<file path="config.mk">
export PLATFORM = sky130hd
export DESIGN_NAME = hamming_dec_engine
export DESIGN_NICKNAME = d
export VERILOG_FILES = /design/src/rtl/hamming_pkg.sv /design/src/rtl/hamming_syndrome.sv /design/src/rtl/hamming_dec_engine.sv
export SDC_FILE = /design/constraint.sdc
export NUM_CORES = 1
export LEC_CHECK = 0
export CAP_MARGIN = 0
export CORE_ASPECT_RATIO = 0.8
export CORE_UTILIZATION = 53
export CTS_CLUSTER_DIAMETER = 80
export DETAILED_ROUTE_END_ITERATION = 8
export GPL_TIMING_DRIVEN = 0
export PLACE_DENSITY_LB_ADDON = 0.08
export SYNTH_ARGS = -nofsm -noshare
export SYNTH_HDL_FRONTEND = slang
export SYNTH_HIERARCHICAL = 1
export SYNTH_SLANG_ARGS = --single-unit
</file>
<file path="constraint.sdc">
create_clock -name i_clk -period 3.55 [get_ports i_clk]
set_input_delay 0.8875 -clock i_clk [delete_from_list [all_inputs] [get_ports i_clk]]
set_output_delay 0.8875 -clock i_clk [all_outputs]
set_load 0.02 [all_outputs]
</file>
<file path="src/rtl/hamming_pkg.sv">
// -----------------------------------------------------------------------------
// hamming_pkg
//   Shared types and constants for the SEC-DED Hamming(16,11) decode engine.
//   - state_t  : engine FSM states
//   - FLAG_*   : per-word decode status written into the output MSB [7:6]
//   - MSG_POS  : codeword bit position of each message bit (m[0] = cw[3])
//   - sat_inc8 : saturating 8-bit increment used by the statistics counters
// -----------------------------------------------------------------------------
package hamming_pkg;

  typedef enum logic [2:0] {
    IDLE  = 3'd0,
    RD_LO = 3'd1,
    RD_HI = 3'd2,
    DEC   = 3'd3,
    WR_LO = 3'd4,
    WR_HI = 3'd5,
    DONE  = 3'd6
  } state_t;

  localparam logic [1:0] FLAG_OK  = 2'b00;
  localparam logic [1:0] FLAG_COR = 2'b01;
  localparam logic [1:0] FLAG_DBL = 2'b10;

  localparam int CW_W  = 16;
  localparam int MSG_W = 11;

  // Non-power-of-two positions carry message bits; 0,1,2,4,8 are parity.
  localparam int MSG_POS [MSG_W] = '{3, 5, 6, 7, 9, 10, 11, 12, 13, 14, 15};

  function automatic logic [7:0] sat_inc8(input logic [7:0] v);
    return (v == 8'hFF) ? v : v + 8'd1;
  endfunction

endpackage

</file>
<file path="src/rtl/hamming_syndrome.sv">
// -----------------------------------------------------------------------------
// hamming_syndrome
//   Purely combinational SEC-DED Hamming(16,11) decoder for one codeword.
// Ports
//   i_cw   [15:0]  received codeword (p0 at bit 0, p1/p2/p4/p8 at bits 1/2/4/8)
//   o_msg  [10:0]  recovered message (corrected when a single error was seen)
//   o_flag [1:0]   FLAG_OK clean, FLAG_COR single error fixed, FLAG_DBL double
// -----------------------------------------------------------------------------
module hamming_syndrome
  import hamming_pkg::*;
(
  input  logic [15:0] i_cw,
  output logic [10:0] o_msg,
  output logic [1:0]  o_flag
);

  logic [3:0]  w_syn;
  logic        w_par;
  logic [15:0] w_fixed;

  // Syndrome is the XOR of the indices of all set bits; a valid codeword
  // yields zero, a single flip at position k yields k.
  always_comb begin
    w_syn = 4'd0;
    for (int k = 0; k < CW_W; k++) begin
      if (i_cw[k]) begin
        w_syn = w_syn ^ 4'(k);
      end
    end
  end

  assign w_par = ^i_cw;

  // Odd overall parity means an odd number of flips: assume one and repair
  // it. Syndrome 0 with odd parity points at p0 itself, which is harmless
  // to flip since p0 carries no message data.
  always_comb begin
    w_fixed = i_cw;
    if (w_par) begin
      w_fixed[w_syn] = ~i_cw[w_syn];
    end
  end

  generate
    for (genvar gi = 0; gi < MSG_W; gi++) begin : g_msg
      assign o_msg[gi] = w_fixed[MSG_POS[gi]];
    end
  endgenerate

  always_comb begin
    if (w_par) begin
      o_flag = FLAG_COR;
    end else if (w_syn != 4'd0) begin
      o_flag = FLAG_DBL;
    end else begin
      o_flag = FLAG_OK;
    end
  end

endmodule

</file>
<file path="src/rtl/hamming_dec_engine.sv">
// -----------------------------------------------------------------------------
// hamming_dec_engine
//   Memory-mapped SEC-DED Hamming(16,11) decode engine. On a request it reads
//   N_WORDS codewords (two bytes each) starting at IN_BASE, decodes them and
//   writes two message bytes per word starting at OUT_BASE.
//   Output LSB = m[7:0], MSB = {flag[1:0], 3'b000, m[10:8]}.
//
// Ports
//   i_clk            clock, rising edge
//   i_rst_n          asynchronous active-low reset
//   i_req            job request, sampled only in IDLE
//   o_done           job complete, held until i_req is low
//   o_busy           engine owns the memory port
//   o_mem_addr       read/write address (combinational from state and index)
//   i_mem_rd_data    read data, valid one cycle after o_mem_addr
//   o_mem_wr_en      write strobe
//   o_mem_wr_data    write data
//   o_err_cnt_corr   corrected-word count of the current/last job
//   o_err_cnt_dbl    uncorrectable-word count of the current/last job
//
// Build option
//   HAMMING_STATS_EN : when defined, the two error counters are implemented
//                      (saturating, cleared at job start). When undefined the
//                      counter ports are tied to 8'h00.
// -----------------------------------------------------------------------------
module hamming_dec_engine
  import hamming_pkg::*;
#(
  parameter int AW       = 8,
  parameter int N_WORDS  = 15,
  parameter int IN_BASE  = 30,
  parameter int OUT_BASE = 0
) (
  input  logic          i_clk,
  input  logic          i_rst_n,
  input  logic          i_req,
  output logic          o_done,
  output logic          o_busy,
  output logic [AW-1:0] o_mem_addr,
  input  logic [7:0]    i_mem_rd_data,
  output logic          o_mem_wr_en,
  output logic [7:0]    o_mem_wr_data,
  output logic [7:0]    o_err_cnt_corr,
  output logic [7:0]    o_err_cnt_dbl
);

  localparam int IDX_W = (N_WORDS > 1) ? $clog2(N_WORDS) : 1;
  localparam logic [AW-1:0] IN_B  = AW'(IN_BASE);
  localparam logic [AW-1:0] OUT_B = AW'(OUT_BASE);
  localparam logic [IDX_W-1:0] LAST_IDX = IDX_W'(N_WORDS - 1);

  state_t           r_state;
  logic [IDX_W-1:0] r_idx;
  logic [7:0]       r_lsb_in;
  logic [7:0]       r_msb_out;
  logic             r_done;
  logic             r_busy;
  logic             r_wr_en;
  logic [7:0]       r_wr_data;

  logic [15:0]      w_cw;
  logic [10:0]      w_msg;
  logic [1:0]       w_flag;
  logic [AW-1:0]    w_off;
  logic [AW-1:0]    w_addr;

  // In DEC the high byte is arriving on the read port this very cycle.
  assign w_cw = {i_mem_rd_data, r_lsb_in};

  hamming_syndrome u_syndrome (
    .i_cw   (w_cw),
    .o_msg  (w_msg),
    .o_flag (w_flag)
  );

  // Byte offset 2*idx; address sums wrap modulo 2^AW by construction.
  assign w_off = AW'({r_idx, 1'b0});

  always_comb begin
    w_addr = '0;
    case (r_state)
      RD_LO:   w_addr = IN_B + w_off;
      RD_HI:   w_addr = IN_B + w_off + AW'(1);
      WR_LO:   w_addr = OUT_B + w_off;
      WR_HI:   w_addr = OUT_B + w_off + AW'(1);
      default: w_addr = '0;
    endcase
  end

  // Outputs are registered alongside the state so that write strobe/data,
  // busy and done line up with the state they belong to.
  always_ff @(posedge i_clk or negedge i_rst_n) begin
    if (!i_rst_n) begin
      r_state   <= IDLE;
      r_idx     <= '0;
      r_lsb_in  <= 8'h00;
      r_msb_out <= 8'h00;
      r_done    <= 1'b0;
      r_busy    <= 1'b0;
      r_wr_en   <= 1'b0;
      r_wr_data <= 8'h00;
    end else begin
      r_wr_en   <= 1'b0;
      r_wr_data <= 8'h00;
      case (r_state)
        IDLE: begin
          if (i_req) begin
            r_state <= RD_LO;
            r_idx   <= '0;
            r_busy  <= 1'b1;
          end
        end
        RD_LO: begin
          r_state <= RD_HI;
        end
        RD_HI: begin
          r_lsb_in <= i_mem_rd_data;
          r_state  <= DEC;
        end
        DEC: begin
          r_msb_out <= {w_flag, 3'b000, w_msg[10:8]};
          r_wr_en   <= 1'b1;
          r_wr_data <= w_msg[7:0];
          r_state   <= WR_LO;
        end
        WR_LO: begin
          r_wr_en   <= 1'b1;
          r_wr_data <= r_msb_out;
          r_state   <= WR_HI;
        end
        WR_HI: begin
          if (r_idx == LAST_IDX) begin
            r_state <= DONE;
            r_done  <= 1'b1;
            r_busy  <= 1'b0;
          end else begin
            r_idx   <= r_idx + IDX_W'(1);
            r_state <= RD_LO;
          end
        end
        DONE: begin
          if (!i_req) begin
            r_state <= IDLE;
            r_done  <= 1'b0;
          end
        end
        default: begin
          r_state <= IDLE;
          r_done  <= 1'b0;
          r_busy  <= 1'b0;
        end
      endcase
    end
  end

  assign o_done        = r_done;
  assign o_busy        = r_busy;
  assign o_mem_addr    = w_addr;
  assign o_mem_wr_en   = r_wr_en;
  assign o_mem_wr_data = r_wr_data;

`ifdef HAMMING_STATS_EN
  logic [7:0] r_cnt_corr;
  logic [7:0] r_cnt_dbl;

  always_ff @(posedge i_clk or negedge i_rst_n) begin
    if (!i_rst_n) begin
      r_cnt_corr <= 8'h00;
      r_cnt_dbl  <= 8'h00;
    end else if (r_state == IDLE && i_req) begin
      r_cnt_corr <= 8'h00;
      r_cnt_dbl  <= 8'h00;
    end else if (r_state == DEC) begin
      if (w_flag == FLAG_COR) begin
        r_cnt_corr <= sat_inc8(r_cnt_corr);
      end
      if (w_flag == FLAG_DBL) begin
        r_cnt_dbl <= sat_inc8(r_cnt_dbl);
      end
    end
  end

  assign o_err_cnt_corr = r_cnt_corr;
  assign o_err_cnt_dbl  = r_cnt_dbl;
`else
  assign o_err_cnt_corr = 8'h00;
  assign o_err_cnt_dbl  = 8'h00;
`endif

endmodule

</file>
### After elaboration in Yosys (flattened, before gate mapping)

Index checks and enable logic that the tools add are counted.

| word-level totals | value |
|---|---|
| input bits | 11 |
| word-level logic and storage cells | 93 |
| bits in registers | 31 |
| output and inout bits | 35 |

| operators by class | value |
|---|---|
| add/sub/neg operators | 4 |
| bitwise gates (word level) | 17 |
| equality and inequality tests | 11 |
| mux-type cells | 39 |
| order comparisons | 2 |
| reductions and logical operators | 12 |

Operators by type and width:

| cell | number |
|---|---|
| $mux 4 | 10 |
| $pmux 7 s4 | 1 |
| $mux 3 | 7 |
| $pmux 3 s7 | 1 |
| $bwmux 16 | 1 |
| $mux 16 | 1 |
| $pmux 8 s2 | 1 |
| $reduce_xor 16->1 | 1 |
| $not 2->2 | 6 |
| $not 3->3 | 4 |
| $reduce_or 5->1 | 2 |
| $eq 3x3->1 const B | 3 |
| $reduce_and 3->1 | 3 |
| $mux 1 | 8 |
| $mux 2 | 4 |
| $ne 2x2->1 const B | 4 |
| $pmux 4 s2 | 1 |
| $add 6x1->7 const B | 1 |
| $add 5x1->6 const B | 1 |
| $add 5x5->6 const A | 1 |
| $eq 3x2->1 const B | 2 |
| $pmux 1 s3 | 2 |
| $lt 4x5->1 const B | 1 |
| $add 4x1->4 const B | 1 |
| other kinds (14) | 18 |

### Logic depth before layout (Yosys ltp)

| logic depth | value |
|---|---|
| word-level depth | 33 |
| mapped depth | 9 |
| gate-level depth less buffers | 8 |

### Modules after synthesis

Netlist, hierarchy kept.

By module, submodules not included:

| module | area each (um2) | times used | cells an instance |
|---|---|---|---|
| hamming_dec_engine | 1651.6 | 1 | 147 |
| hamming_syndrome | 827.0 | 1 | 105 |

### Worst setup path before layout

No wires, ideal clock.

| timing path | value |
|---|---|
| kind | in2reg |
| start point | input i_mem_rd_data[7] |
| end point | register r_msb_out[1] |
| data required time | 3.425 ns |
| cell stages on the path | 9 |
| arrival | 3.011 ns |
| setup slack | 0.414 ns |
| path through | buf_2 -> xor2_1 -> xnor3_2 -> xnor2_1 -> and2_1 -> o32ai_1 -> a221oi_2 -> mux2_2 -> mux2_2 |

| between the ends | value |
|---|---|
| word-level cells in the longest chain between the ends | 7 |
| elaborated cells on any way between the ends | 12 |
| classes of those cells | order compare: 2; mux: 7; bitwise: 1; reduce/logical: 2 |

RTL lines:

| what | line | RTL |
|---|---|---|
| from (decl) | hamming_dec_engine.sv:40 | `input logic [7:0] i_mem_rd_data,` |
| $mux 4 | hamming_syndrome.sv:26 | `if (i_cw[k]) begin` |
| $lt 4x5->1 (implied by the code) / $ge 4x1->1 (equally long branches) | hamming_syndrome.sv:40 | `w_fixed[w_syn] = ~i_cw[w_syn];` |
| $logic_and 1x1->1 (implied by the code) | hamming_syndrome.sv:40 |  |
| $mux 1 (implied by the code) | hamming_syndrome.sv:40 |  |
| $demux 1 s4 | - |  |
| $bwmux 16 | hamming_syndrome.sv:40 |  |
| $mux 16 (*) | hamming_syndrome.sv:39 | `if (w_par) begin` |
| named net w_msg[9] | hamming_dec_engine.sv:62 | `logic [10:0] w_msg;` |
| to (signal assigned) | hamming_dec_engine.sv:121 | `r_msb_out <= {w_flag, 3'b000, w_msg[10:8]};` |
| to (decl) | hamming_dec_engine.sv:55 | `logic [7:0] r_msb_out;` |

The timed path passes the listed nets; every way through them passes the cells marked *. The select of a mux whose other input is x is not followed.
A chain may end at the register's enable or synchronous reset.

### Final worst setup path

| timing path | value |
|---|---|
| start point | input i_mem_rd_data[6] |
| end point | register r_msb_out[0] |

| between the ends | value |
|---|---|
| word-level cells in the longest chain between the ends | 9 |
| elaborated cells on any way between the ends | 14 |
| classes of those cells | order compare: 2; mux: 8; bitwise: 2; reduce/logical: 2 |

RTL lines:

| what | line |
|---|---|
| $mux 4 | hamming_syndrome.sv:26 |
| $not 4->4 (no source line) | - |
| $mux 4 | hamming_syndrome.sv:26 |
| $lt 4x5->1 (implied by the code) / $ge 4x1->1 (equally long branches) | hamming_syndrome.sv:40 |
| $logic_and 1x1->1 (implied by the code) | hamming_syndrome.sv:40 |
| $mux 1 (implied by the code) | hamming_syndrome.sv:40 |
| $demux 1 s4 | - |
| $bwmux 16 | hamming_syndrome.sv:40 |
| $mux 16 (*) | hamming_syndrome.sv:39 |
| named net w_msg[8] | hamming_dec_engine.sv:62 |

Marks and branches as above.

==> results.ini <==
[timing]
hold_viol = 0
finalCritPeriodShare_pct = 96.6
setup_viol = 0
relSlewSlack_pct = 54.1
fmax_mhz = 292
maxSlewViolCount = 0
tightest_slew_ns = 0.689
skew_ns = 0.00999
min_period_ns = 3.43

[layout]
multi_input_area_mm2 = 0.00157
fillers = 356
nets = 318
fin_cells = 361
layout-drive-gt1-share_pct = 27.6
seq_area_um2 = 776
syn_to_final_growth_pct = 21.8
diodes = 0

[setup_path]
r2r-start = r_lsb_in[7]
critPathRequiredTime_ns = 3.72
reg2reg_to = r_msb_out[0]
cp-start-kind = primary input
cp_data_arrival_time_ns = 3.60
worst-path-max-fanout = 7
critPathKind = in2reg
r2r_cells = 9
crit_start = i_mem_rd_data[6]
endpoint = r_msb_out[0]
ff2ff_setup_slack_ns = 0.73
endpoint_kind = flip-flop

[synthesis]
synthCells = 252
synth_top_area_share_pct = 31.3
synth_edf_count = 0
yosys_register_bits = 31
ys_top_cells_by_area = dfrtp_1 31%, mux2_2 9.5%, buf_4 6.4%
ys_top_cells_by_count = 31 x dfrtp_1, 21 x buf_4, 21 x mux2_2
async_reset_ff_share_pct = 100
synthSimpleGateAreaFrac_pct = 17.7
synth_seq_area_share_pct = 31.3
ys.flop_type = dfrtp_1
synth_compound_area_share_pct = 13.5
synth_area_leader_cell = dfrtp_1
synthAdderAreaFrac_pct = 1.92
synth_warnings = 6
ys_types = 61
synth_area_per_cell_um2 = 9.84
synth_area_mm2 = 0.00248
synth_most_common_cell = dfrtp_1
synthMuxAreaShare_pct = 12.1
yosys.area_share.xor_xnor_pct = 13.9
synth_top_family_by_area = simple AND/OR/NAND/NOR gates

[detailed_routing]
vias_per_cell = 5.50
num_vias = 1985
final_antenna_net_count = 0
first_iter_violations = 148
drcViolationCount = 0
first_pass_iters = 4
routed_wl_um = 5330
wl_per_cell_um = 14.8

[clock_network]
cts_buffer_depth = 2
clkLatencyLatePin_ns = 0.28
cts_made_buffers = 5
cts-root-buf = clkbuf_8
clock-sinks = 31
clk_pin_slew_ns = 0.06
cts_tree = yes
htreeDepth = 2

[placement]
port_buffers = 27
dp_hpwl_um = 3970
place_inst = 353
gp_congestion = 0.914

[grt]
gr-total-overflow = 0
grt_pass1_wl_um = 8910
grt_usage_pct = 23.4
grt_max_degree = 32
grt_pass1_vias = 1831
antenna_found_initial = 0

[floorplanning]
rows = 21
core-area_mm2 = 0.00434
die_w_um = 78.5
fp.dieArea_mm2 = 0.00496
die_y_um = 63.2
io_pins = 46
floorplan.initialDensity_pct = 57.2

[outcome]
status = finished, final reports clean

[flow_run]
cap_viol_max_count = 0

[worst_hold_path]
hold_path.class = reg2reg
hold_depth = 1

placed cells by master (no fill, tap or decap), drive strengths merged, types with 10 or more instances in the layout:
cell | synthesis | layout
conb | 1 | 18
o21ai | 10 | 10
clkdlybuf4s50 | 0 | 25
nand2 | 17 | 17
xnor2 | 20 | 20
nor2 | 16 | 16
xor2 | 10 | 10
buf | 31 | 33
mux2 | 21 | 21
dfrtp | 31 | 31
cell families (layout without fill, tap and decap cells):
kind of cell	count (synthesis)	after routing
AO/OA/AOI/OAI	44	44
XOR/XNOR	32	32
adder cells (fa/ha/maj)	4	4
buffers and inverters	37	72
flip-flops	31	31
multiplexers	26	26
other	1	18
AND/OR/NAND/NOR	77	77
layer usage:
metal  up-vias  GRT usage, %  wire, um
met5         -             0         0
met4         0          4.63        15
met3         2          5.07       373
met2        72          33.2      2310
met1       949          36.1      2630
li1        962             -         -
flip-flops by register name, indices dropped and copies added, names as in the netlist:
signal / cells
o_mem_wr_data: 8
r_lsb_in: 8
r_msb_out: 5
r_idx: 4
r_state: 3
o_busy: 1
o_done: 1
o_mem_wr_en: 1
critical path: stages:
cell and delay [ns]:
clkdlybuf4s50_1 0.56, xor2_2 0.26, xnor2_1 0.36, xor2_1 0.49
o311a_1 0.29, a221oi_2 0.06, buf_4 0.17, mux2_2 0.25
mux2_2 0.26
worst min path at each step:
stage	start	end	slack, ns
floorplan	r_msb_out[0]	o_mem_wr_data[0]	0.47
global placement	r_msb_out[6]	o_mem_wr_data[6]	0.48
detailed placement	r_msb_out[6]	o_mem_wr_data[6]	0.49
CTS	r_lsb_in[3]	r_lsb_in[3]	0.50
global route	r_lsb_in[3]	r_lsb_in[3]	0.52
finish	r_lsb_in[3]	r_lsb_in[3]	0.50
repair_timing:
action | in CTS | in global routing
gates resized for setup | 1 | 5
cloned | 0 | 0
pin swaps | 2 | 0
hold buffers | 0 | 0
setup buffers | 1 | 0
endpoints found under the setup margin | 8 | 11
layout make-up:
class	count	share of cell area, %
clock buffer	6	2.74
timing repair buffer	28	9.12
clock inverter	1	0.166
multi-input combinational	201	52.1
inverter	6	0.746
tap	57	2.36
buffer	31	7.09
sequential	31	25.7
through the flow:
step                      utilization (%)  hold slack [ns]  setup slack [ns]  area (um^2)  TNS, ns
after global routing                 69.6            0.516           -0.0143         3020  -0.0264
after detailed placement             66.5            0.488            -0.367         2880    -3.66
final                                69.6            0.500             0.120         3020        0
after floorplan                         -            0.469             0.414         2540        0
after global placement               66.5            0.481            -0.396         2880    -3.67
after CTS                            69.0            0.504            0.0200         2990        0
Power is left out: the tool's default activity adds up to more than one toggle a clock period on the data nets, which glitch-free logic cannot reach.
